### config.mk
export PLATFORM = sky130hd
export DESIGN_NAME = bram_program_loader
export DESIGN_NICKNAME = d
export VERILOG_FILES = /design/src/rtl/bram_loader_pkg.sv /design/src/rtl/bram_loader_halt_monitor.sv /design/src/rtl/bram_program_loader.sv
export SDC_FILE = /design/constraint.sdc
export NUM_CORES = 1
export LEC_CHECK = 0
export CELL_PAD_IN_SITES_DETAIL_PLACEMENT = 1
export CELL_PAD_IN_SITES_GLOBAL_PLACEMENT = 1
export CORE_UTILIZATION = 27
export CTS_CLUSTER_DIAMETER = 40
export CTS_CLUSTER_SIZE = 40
export DETAILED_ROUTE_END_ITERATION = 8
export PLACE_DENSITY = 0.89
export SKIP_CTS_REPAIR_TIMING = 1
export SYNTH_ARGS = -nofsm -noshare
export SYNTH_HDL_FRONTEND = slang
export SYNTH_SLANG_ARGS = --single-unit
export TNS_END_PERCENT = 50
### constraint.sdc
create_clock -name i_clock -period 2.4 [get_ports i_clock]
set_input_delay 0.72 -clock i_clock [delete_from_list [all_inputs] [get_ports i_clock]]
set_output_delay 0.72 -clock i_clock [all_outputs]
set_load 0.01 [all_outputs]
### src/rtl/bram_loader_pkg.sv
// Shared definitions for the BRAM program loader: FSM state encoding and
// default start / halt addresses. The optional run counter is enabled with
// the BRAM_LOADER_CYCLE_COUNT_EN macro (see bram_loader_halt_monitor).
package bram_loader_pkg;

    typedef enum logic [2:0] {
        ST_IDLE  = 3'd0,
        ST_LOAD  = 3'd1,
        ST_FLUSH = 3'd2,
        ST_START = 3'd3,
        ST_RUN   = 3'd4,
        ST_DONE  = 3'd5
    } loader_state_t;

    localparam logic [31:0] DEFAULT_PROGRAM_ADDRESS = 32'h0000_0000;
    localparam logic [31:0] DEFAULT_HALT_PC         = 32'h0000_00A8;
    localparam int          CYCLE_COUNT_W           = 32;

endpackage

### src/rtl/bram_loader_halt_monitor.sv
// Halt / timeout watcher for the loaded core. Compares PC against the halt
// address and the address one instruction later. With BRAM_LOADER_CYCLE_COUNT_EN
// defined it also keeps a saturating run counter and raises a timeout at
// MAX_CYCLES; without it the count is tied to 0 and timeout never fires.
module bram_loader_halt_monitor
    import bram_loader_pkg::*;
#(
    parameter int                      ADDRESS_BITS = 32,
    parameter logic [ADDRESS_BITS-1:0] HALT_PC      = ADDRESS_BITS'(DEFAULT_HALT_PC),
    parameter int unsigned             MAX_CYCLES   = 1000000
) (
    input  logic                     i_clock,
    input  logic                     i_reset,
    input  logic                     i_clear,   // zero the counter (cycle before START)
    input  logic                     i_enable,  // count this cycle (START and RUN)
    input  logic                     i_check,   // halt / timeout evaluated (RUN only)
    input  logic [ADDRESS_BITS-1:0]  i_pc,
    output logic                     o_halt,
    output logic                     o_timeout,
    output logic [CYCLE_COUNT_W-1:0] o_count
);

    localparam logic [ADDRESS_BITS-1:0] HALT_PC_NEXT = HALT_PC + ADDRESS_BITS'(4);

    assign o_halt = i_check && ((i_pc == HALT_PC) || (i_pc == HALT_PC_NEXT));

`ifdef BRAM_LOADER_CYCLE_COUNT_EN
    logic [CYCLE_COUNT_W-1:0] r_count;

    // Run-length counter: cleared before START, saturates at all ones.
    always_ff @(posedge i_clock) begin
        if (i_reset || i_clear) begin
            r_count <= '0;
        end else if (i_enable && (r_count != '1)) begin
            r_count <= r_count + CYCLE_COUNT_W'(1);
        end
    end

    assign o_count   = r_count;
    assign o_timeout = i_check && (r_count >= CYCLE_COUNT_W'(MAX_CYCLES));
`else
    logic w_unused;
    assign w_unused  = ^{i_clock, i_reset, i_clear, i_enable};
    assign o_count   = '0;
    assign o_timeout = 1'b0;
`endif

endmodule

### src/rtl/bram_program_loader.sv
// Program loader for single-cycle BRAM cores: streams words into the BRAM
// write port with the core in reset, releases the core with a one-cycle
// start pulse, then waits for a halt PC (or, with BRAM_LOADER_CYCLE_COUNT_EN
// defined, a MAX_CYCLES timeout) and reports done/error/cycle_count.
module bram_program_loader
    import bram_loader_pkg::*;
#(
    parameter int                      DATA_WIDTH       = 32,
    parameter int                      ADDRESS_BITS     = 32,
    parameter int                      MEM_ADDRESS_BITS = 14,
    parameter logic [ADDRESS_BITS-1:0] PROGRAM_ADDRESS  = ADDRESS_BITS'(DEFAULT_PROGRAM_ADDRESS),
    parameter logic [ADDRESS_BITS-1:0] HALT_PC          = ADDRESS_BITS'(DEFAULT_HALT_PC),
    parameter int unsigned             MAX_CYCLES       = 1000000
) (
    input  logic                        i_clock,
    input  logic                        i_reset,
    input  logic                        i_load_begin,
    input  logic                        i_load_valid,
    output logic                        o_load_ready,
    input  logic [DATA_WIDTH-1:0]       i_load_data,
    input  logic                        i_load_last,
    output logic                        o_mem_we,
    output logic [DATA_WIDTH/8-1:0]     o_mem_byte_en,
    output logic [MEM_ADDRESS_BITS-1:0] o_mem_address,
    output logic [DATA_WIDTH-1:0]       o_mem_data,
    output logic                        o_core_reset,
    output logic                        o_start,
    output logic [ADDRESS_BITS-1:0]     o_program_address,
    input  logic [ADDRESS_BITS-1:0]     i_pc,
    output logic                        o_busy,
    output logic                        o_done,
    output logic                        o_error,
    output logic [CYCLE_COUNT_W-1:0]    o_cycle_count
);

    localparam logic [MEM_ADDRESS_BITS-1:0] PTR_MAX = '1;

    loader_state_t               r_state;
    logic [MEM_ADDRESS_BITS-1:0] r_ptr;
    logic                        r_load_ready;
    logic                        r_mem_we;
    logic [DATA_WIDTH/8-1:0]     r_mem_byte_en;
    logic [MEM_ADDRESS_BITS-1:0] r_mem_address;
    logic [DATA_WIDTH-1:0]       r_mem_data;
    logic                        r_core_reset;
    logic                        r_start;
    logic [ADDRESS_BITS-1:0]     r_program_address;
    logic                        r_busy;
    logic                        r_done;
    logic                        r_error;
    logic [CYCLE_COUNT_W-1:0]    r_cycle_count;

    logic                        w_accept;
    logic                        w_halt;
    logic                        w_timeout;
    logic [CYCLE_COUNT_W-1:0]    w_count;

    // load_ready is only ever high in LOAD, so this is the LOAD handshake.
    assign w_accept = i_load_valid && r_load_ready;

    bram_loader_halt_monitor #(
        .ADDRESS_BITS (ADDRESS_BITS),
        .HALT_PC      (HALT_PC),
        .MAX_CYCLES   (MAX_CYCLES)
    ) u_halt_monitor (
        .i_clock   (i_clock),
        .i_reset   (i_reset),
        .i_clear   (r_state == ST_FLUSH),
        .i_enable  ((r_state == ST_START) || (r_state == ST_RUN)),
        .i_check   (r_state == ST_RUN),
        .i_pc      (i_pc),
        .o_halt    (w_halt),
        .o_timeout (w_timeout),
        .o_count   (w_count)
    );

    // Loader FSM with all outputs registered; writes land one cycle after acceptance.
    always_ff @(posedge i_clock) begin
        if (i_reset) begin
            r_state           <= ST_IDLE;
            r_ptr             <= '0;
            r_load_ready      <= 1'b0;
            r_mem_we          <= 1'b0;
            r_mem_byte_en     <= '0;
            r_mem_address     <= '0;
            r_mem_data        <= '0;
            r_core_reset      <= 1'b1;
            r_start           <= 1'b0;
            r_program_address <= '0;
            r_busy            <= 1'b0;
            r_done            <= 1'b0;
            r_error           <= 1'b0;
            r_cycle_count     <= '0;
        end else begin
            r_mem_we      <= 1'b0;
            r_mem_byte_en <= '0;
            r_start       <= 1'b0;

            if (w_accept) begin
                r_mem_we      <= 1'b1;
                r_mem_byte_en <= '1;
                r_mem_address <= r_ptr;
                r_mem_data    <= i_load_data;
                // Pointer never wraps: the word at PTR_MAX either ends the
                // program or takes the overflow exit below.
                if (r_ptr != PTR_MAX) r_ptr <= r_ptr + MEM_ADDRESS_BITS'(1);
            end

            case (r_state)
                ST_IDLE, ST_DONE: begin
                    if (i_load_begin) begin
                        r_state           <= ST_LOAD;
                        r_ptr             <= '0;
                        r_load_ready      <= 1'b1;
                        r_busy            <= 1'b1;
                        r_done            <= 1'b0;
                        r_error           <= 1'b0;
                        r_core_reset      <= 1'b1;
                        r_program_address <= '0;
                        r_cycle_count     <= '0;
                    end
                end
                ST_LOAD: begin
                    if (w_accept) begin
                        if (i_load_last) begin
                            r_state      <= ST_FLUSH;
                            r_load_ready <= 1'b0;
                        end else if (r_ptr == PTR_MAX) begin
                            // Program does not fit: finish the write, never start the core.
                            r_state      <= ST_DONE;
                            r_load_ready <= 1'b0;
                            r_busy       <= 1'b0;
                            r_error      <= 1'b1;
                        end
                    end
                end
                ST_FLUSH: begin
                    r_state           <= ST_START;
                    r_core_reset      <= 1'b0;
                    r_start           <= 1'b1;
                    r_program_address <= PROGRAM_ADDRESS;
                end
                ST_START: begin
                    r_state <= ST_RUN;
                end
                ST_RUN: begin
                    // Halt wins if it coincides with the timeout.
                    if (w_halt) begin
                        r_state       <= ST_DONE;
                        r_busy        <= 1'b0;
                        r_done        <= 1'b1;
                        r_cycle_count <= w_count;
                    end else if (w_timeout) begin
                        r_state       <= ST_DONE;
                        r_busy        <= 1'b0;
                        r_error       <= 1'b1;
                        r_cycle_count <= w_count;
                    end
                end
                default: begin
                    r_state <= ST_IDLE;
                end
            endcase
        end
    end

    assign o_load_ready      = r_load_ready;
    assign o_mem_we          = r_mem_we;
    assign o_mem_byte_en     = r_mem_byte_en;
    assign o_mem_address     = r_mem_address;
    assign o_mem_data        = r_mem_data;
    assign o_core_reset      = r_core_reset;
    assign o_start           = r_start;
    assign o_program_address = r_program_address;
    assign o_busy            = r_busy;
    assign o_done            = r_done;
    assign o_error           = r_error;
    assign o_cycle_count     = r_cycle_count;

endmodule

# After elaboration in Yosys (flattened, before gate mapping)
# Cells that the tools add are included.
# op_classes
n_addsub	1
multipliers	0
n_div	0
magnitude_cmp	0
n_eq_ne	15
shift	0
mux	34
bitwise	0
reduce_logical	15
# ops
op	n
$pmux 32 s2	2
$eq 32x8->1 const B	2
$mux 32	2
$mux 14	4
$mux 3	5
$pmux 3 s5	1
$add 14x1->14 const B	1
$eq 14x14->1 const B	1
$mux 1	14
$ne 14x14->1 const B	1
$ne 2x2->1 const B	5
$pmux 1 s2	4
$reduce_and 4->1	2
$eq 3x2->1 const B	2
$eq 3x3->1 const B	2
$reduce_and 6->1	1
$reduce_bool 2->1	3
$reduce_and 5->1	1
$mux 4	1
$eq 3x1->1 const B	1
$logic_not 3->1	1
$ne 3x3->1 const B	1
$pmux 1 s3	1
$reduce_and 3->1	1
other kinds (5)	6
# totals
ff_bits	138
latch_bits	0
mem_bits_rw	0
rom_bits	0
out_inout_bits	121
n_memories	0

# Depth between registers and ports, before layout
# logic_depth
depth_word	5
ltp_mapped	6
ltp_nobuf	5

# By module
# A second synthesis with hierarchy kept.
# unflattened
cells_unflattened	585
area_unflattened_um2	4720.8
# by_module_without_submodules
module	n_inst	cells_each	area_each_um2
bram_program_loader	1	539	4384.2
bram_loader_halt_monitor	1	46	336.6

# Worst setup path before layout
# Ideal clock, no wire load.
# synth_timing
kind	register -> register
from	register r_ptr[0]
to	register r_ptr[1]
setup_ns	0.129
t_arrival_ns	1.672
required_ns	2.271
slack_ns	0.599
stages_incl_launch_ff	7
path_buffers	1
path_cell_list	dfxtp_1 ha_1 nand4_4 o41ai_4 buf_6 mux2i_1 nor2_1
# synth_between
elab_chain_len	5
# synth_rtl
item	line	rtl
from (decl)	bram_program_loader.sv:39	logic [MEM_ADDRESS_BITS-1:0] r_ptr;
from (signal assigned)	bram_program_loader.sv:106	if (r_ptr != PTR_MAX) r_ptr <= r_ptr + MEM_ADDRESS_BITS'(1);
$add 14x1->14 / $ne 14x14->1 (equally long branches)	bram_program_loader.sv:106	
$mux 14 *	bram_program_loader.sv:106	
$mux 14 *	bram_program_loader.sv:99	if (w_accept) begin
$mux 14	bram_program_loader.sv:111	if (i_load_begin) begin
$mux 14 *	bram_program_loader.sv:109	case (r_state)
# Every way passes the cells marked *; elsewhere a longest branch is shown, timed or not.
# A chain may end at the register's enable or synchronous reset.

# Worst setup path in the final report
# layout_timing
from	register r_ptr[1]
to	register r_ptr[1]
# layout_between
elab_chain_len	5
# layout_rtl
item	line
$add 14x1->14 / $ne 14x14->1 (equally long branches)	bram_program_loader.sv:106
$mux 14	bram_program_loader.sv:106
$mux 14 *	bram_program_loader.sv:99
$mux 14	bram_program_loader.sv:111
$mux 14 *	bram_program_loader.sv:109
# Marked as above.

==> run metrics <==
Final Cycle Share=89.3%; kind of critical path=reg2reg; DRT Wirelength=10.2 mm; Lkg Pwr=1.82 nW; Reg clk slew, reported paths=50 ps; Pre-antenna DRT Iters=4; unrepaired setup endpoints after global routing=no; Crit. End Element=flip-flop; max cap viols=0; count leader, synth=nand2_1; worst-path fanout max=10; DIE WIDTH=115 µm; fill count=1,488; synthesized area=3440 µm²; global routing usage on met1=16.5%; count of cell types in the netlist=51; share of layout cells above drive strength 1=7.83%; post-synthesis cell count=425; Post-DRT Antenna Nets=0; DP HPWL=7.54 mm; outcome=complete, no violations; Buffers on Ports=124; CTS tree=yes; GRT met2 Usage=28.6%; worst rel slew slack=61.6%; Layout Skew=9.00 ps; Synth area leaders=dfxtp_1, buf_4, nand2_1; Peak Freq=467 MHz; DRT iter0 DRCs=154; Via Count=3,227; total track usage=15.2%; DR vias/cell=4.49; Final Slew Violations=0; Total Die Area=13,200 µm²; Post-synth EDFFs=0; Min-Delay Path Depth=2; cts bufs inserted=9; Global Route met3 Usage=2.95%; TNS Setup=0 ps; vias in the first global route=3,207; syn avg cell area=8.08 µm²; FF-to-FF path depth=6; synthesized flop and latch total=70; placed cells=701; gp weighted congestion=0.802; Layout area overhead=45.3%; actual slew at the worst max-slew pin=572 ps; Synth top cells by count=nand2_1, dfxtp_1, buf_4; Clock Path Buffers=2; worst hold path type=reg2reg; Max IR drop VDD=0.308 mV; first-pass GRT wire length=15.7 mm; CTS H-tree depth=3; CTS Sinks=70; cell taking the most area after synthesis=dfxtp_1; asr flop ratio synth=0%; Crit path required time=2610 ps; synth warn=0; final cell count without fillers=718; Root Buffer=clkbuf_16; Arr. time, crit path=2350 ps; # DRC=0; minimum clock period=2140 ps; largest net degree at the start of global routing=48; # IOs=190; Initial Util=28.1%; Post-synth top flop=dfxtp_1; # rows=40; CP Launch Type=flip-flop; clk_lat worst skew=340 ps; Final Hold Fails=0; Floorplan Core Area=12,200 µm²; GR peak layer=met2; pwr dens=754 nW/µm²; final setup vio count=0; post-DR wirelength/cell=14.2 µm; nets=614; initial antenna violation count=1; top cell type's share of synthesized area=40.8%; gr ovfl total=0; sequential area share after synthesis=40.8%; Die Span Y=115 µm
[sequential cells by signal, summed over array words and instances (netlist names)]
name	flops
o_error	1
o_done	1
o_mem_byte_en	1
o_mem_data	32
o_mem_address	14
r_state	3
o_core_reset	1
o_busy	1
o_start	1
o_load_ready	1
r_ptr	14
[worst paths after layout]
check,slack (ps),endpoint,from
worst max-delay path,260,r_ptr[1]$_SDFF_PP0_,r_ptr[1]$_SDFF_PP0_
worst min-delay path,450,o_mem_address[1]$_SDFFE_PP0P_,o_mem_address[1]$_SDFFE_PP0P_
worst max register to register,260,r_ptr[1]$_SDFF_PP0_,r_ptr[1]$_SDFF_PP0_
worst min register to register,450,o_mem_address[1]$_SDFFE_PP0P_,o_mem_address[1]$_SDFFE_PP0P_
[area by class of cell]
cell class	instances	area, µm²	share of cell area [%]
Sequential cell	70	1400	28.1
Multi-Input combinational cell	324	1660	33.1
Inverter	5	18.8	0.376
Timing Repair Buffer	134	1320	26.5
Antenna cell	1	2.50	0.0501
Tap cell	168	210	4.21
Clock buffer	11	253	5.06
Clock inverter	5	129	2.58
[critical path, cell delays in order (launching register included)]
cell     delay (ps)
dfxtp_1         400
ha_1            290
nand4_4         240
o41ai_4         640
buf_4           220
mux2i_1         170
nor2_1           50
[cells by family after synthesis]
| kind of cell | synth area share, % |
|---|---|
| xor gates and xnor gates | 0.510 |
| DFF | 40.8 |
| muxes | 0.291 |
| AOI/OAI and AO/OA | 15.6 |
| buffers and inverters | 18.0 |
| and+or+nand+nor | 24.4 |
| other | 0.109 |
| adders and majority gates | 0.364 |
[cells in the final DEF (no fill, tap or decap), drive strengths merged, types with 2 or more instances in the layout]
cell | netlist | routed
o41ai | 2 | 2
clkdlybuf4s50 | 0 | 123
nand4 | 6 | 6
nor4 | 9 | 9
nand3 | 5 | 5
nand3b | 2 | 2
clkbuf | 13 | 11
and2 | 3 | 3
nand2b | 5 | 5
or4 | 4 | 4
o22ai | 2 | 2
bufinv | 0 | 4
inv | 5 | 5
dfxtp | 70 | 70
nor2 | 10 | 10
conb | 1 | 64
or3 | 7 | 7
a31oi | 4 | 4
buf | 76 | 11
nor2b | 4 | 4
nor4bb | 2 | 2
nand2 | 97 | 97
nor3 | 5 | 5
o21ai | 11 | 11
a21oi | 62 | 62
o31ai | 4 | 4
or2 | 2 | 2
[where the power goes]
| part | internal [mW] | switching, mW | leakage (nW) |
|---|---|---|---|
| Combinational | 0.364 | 0.380 | 1.06 |
| Sequential | 1.24 | 0.0879 | 0.567 |
| Clock | 1.18 | 0.515 | 0.186 |
| Total | 2.78 | 0.983 | 1.82 |
[metal layers]
metal	vias up	share of wire (%)	wire, µm
met2	119	53	5430
met5	-	0	0
met4	0	2.3	233
met3	18	5.7	582
met1	1534	39	3970
li1	1556	-	-
[per-stage QoR]
stage               area, µm²  total power [mW]  setup slack, ps  hold slack [ps]  utilization [%]
floorplan                3670              1.81              599              453                -
global placement         4610              2.06             91.3              438             37.7
finish                   4990              3.77              258              454             40.9
detailed placement       4610              2.10             38.5              449             37.7
global route             4990              3.92              104              475             40.9
CTS                      4990              3.81              205              457             40.9
Power figures use the tool's default switching activity.
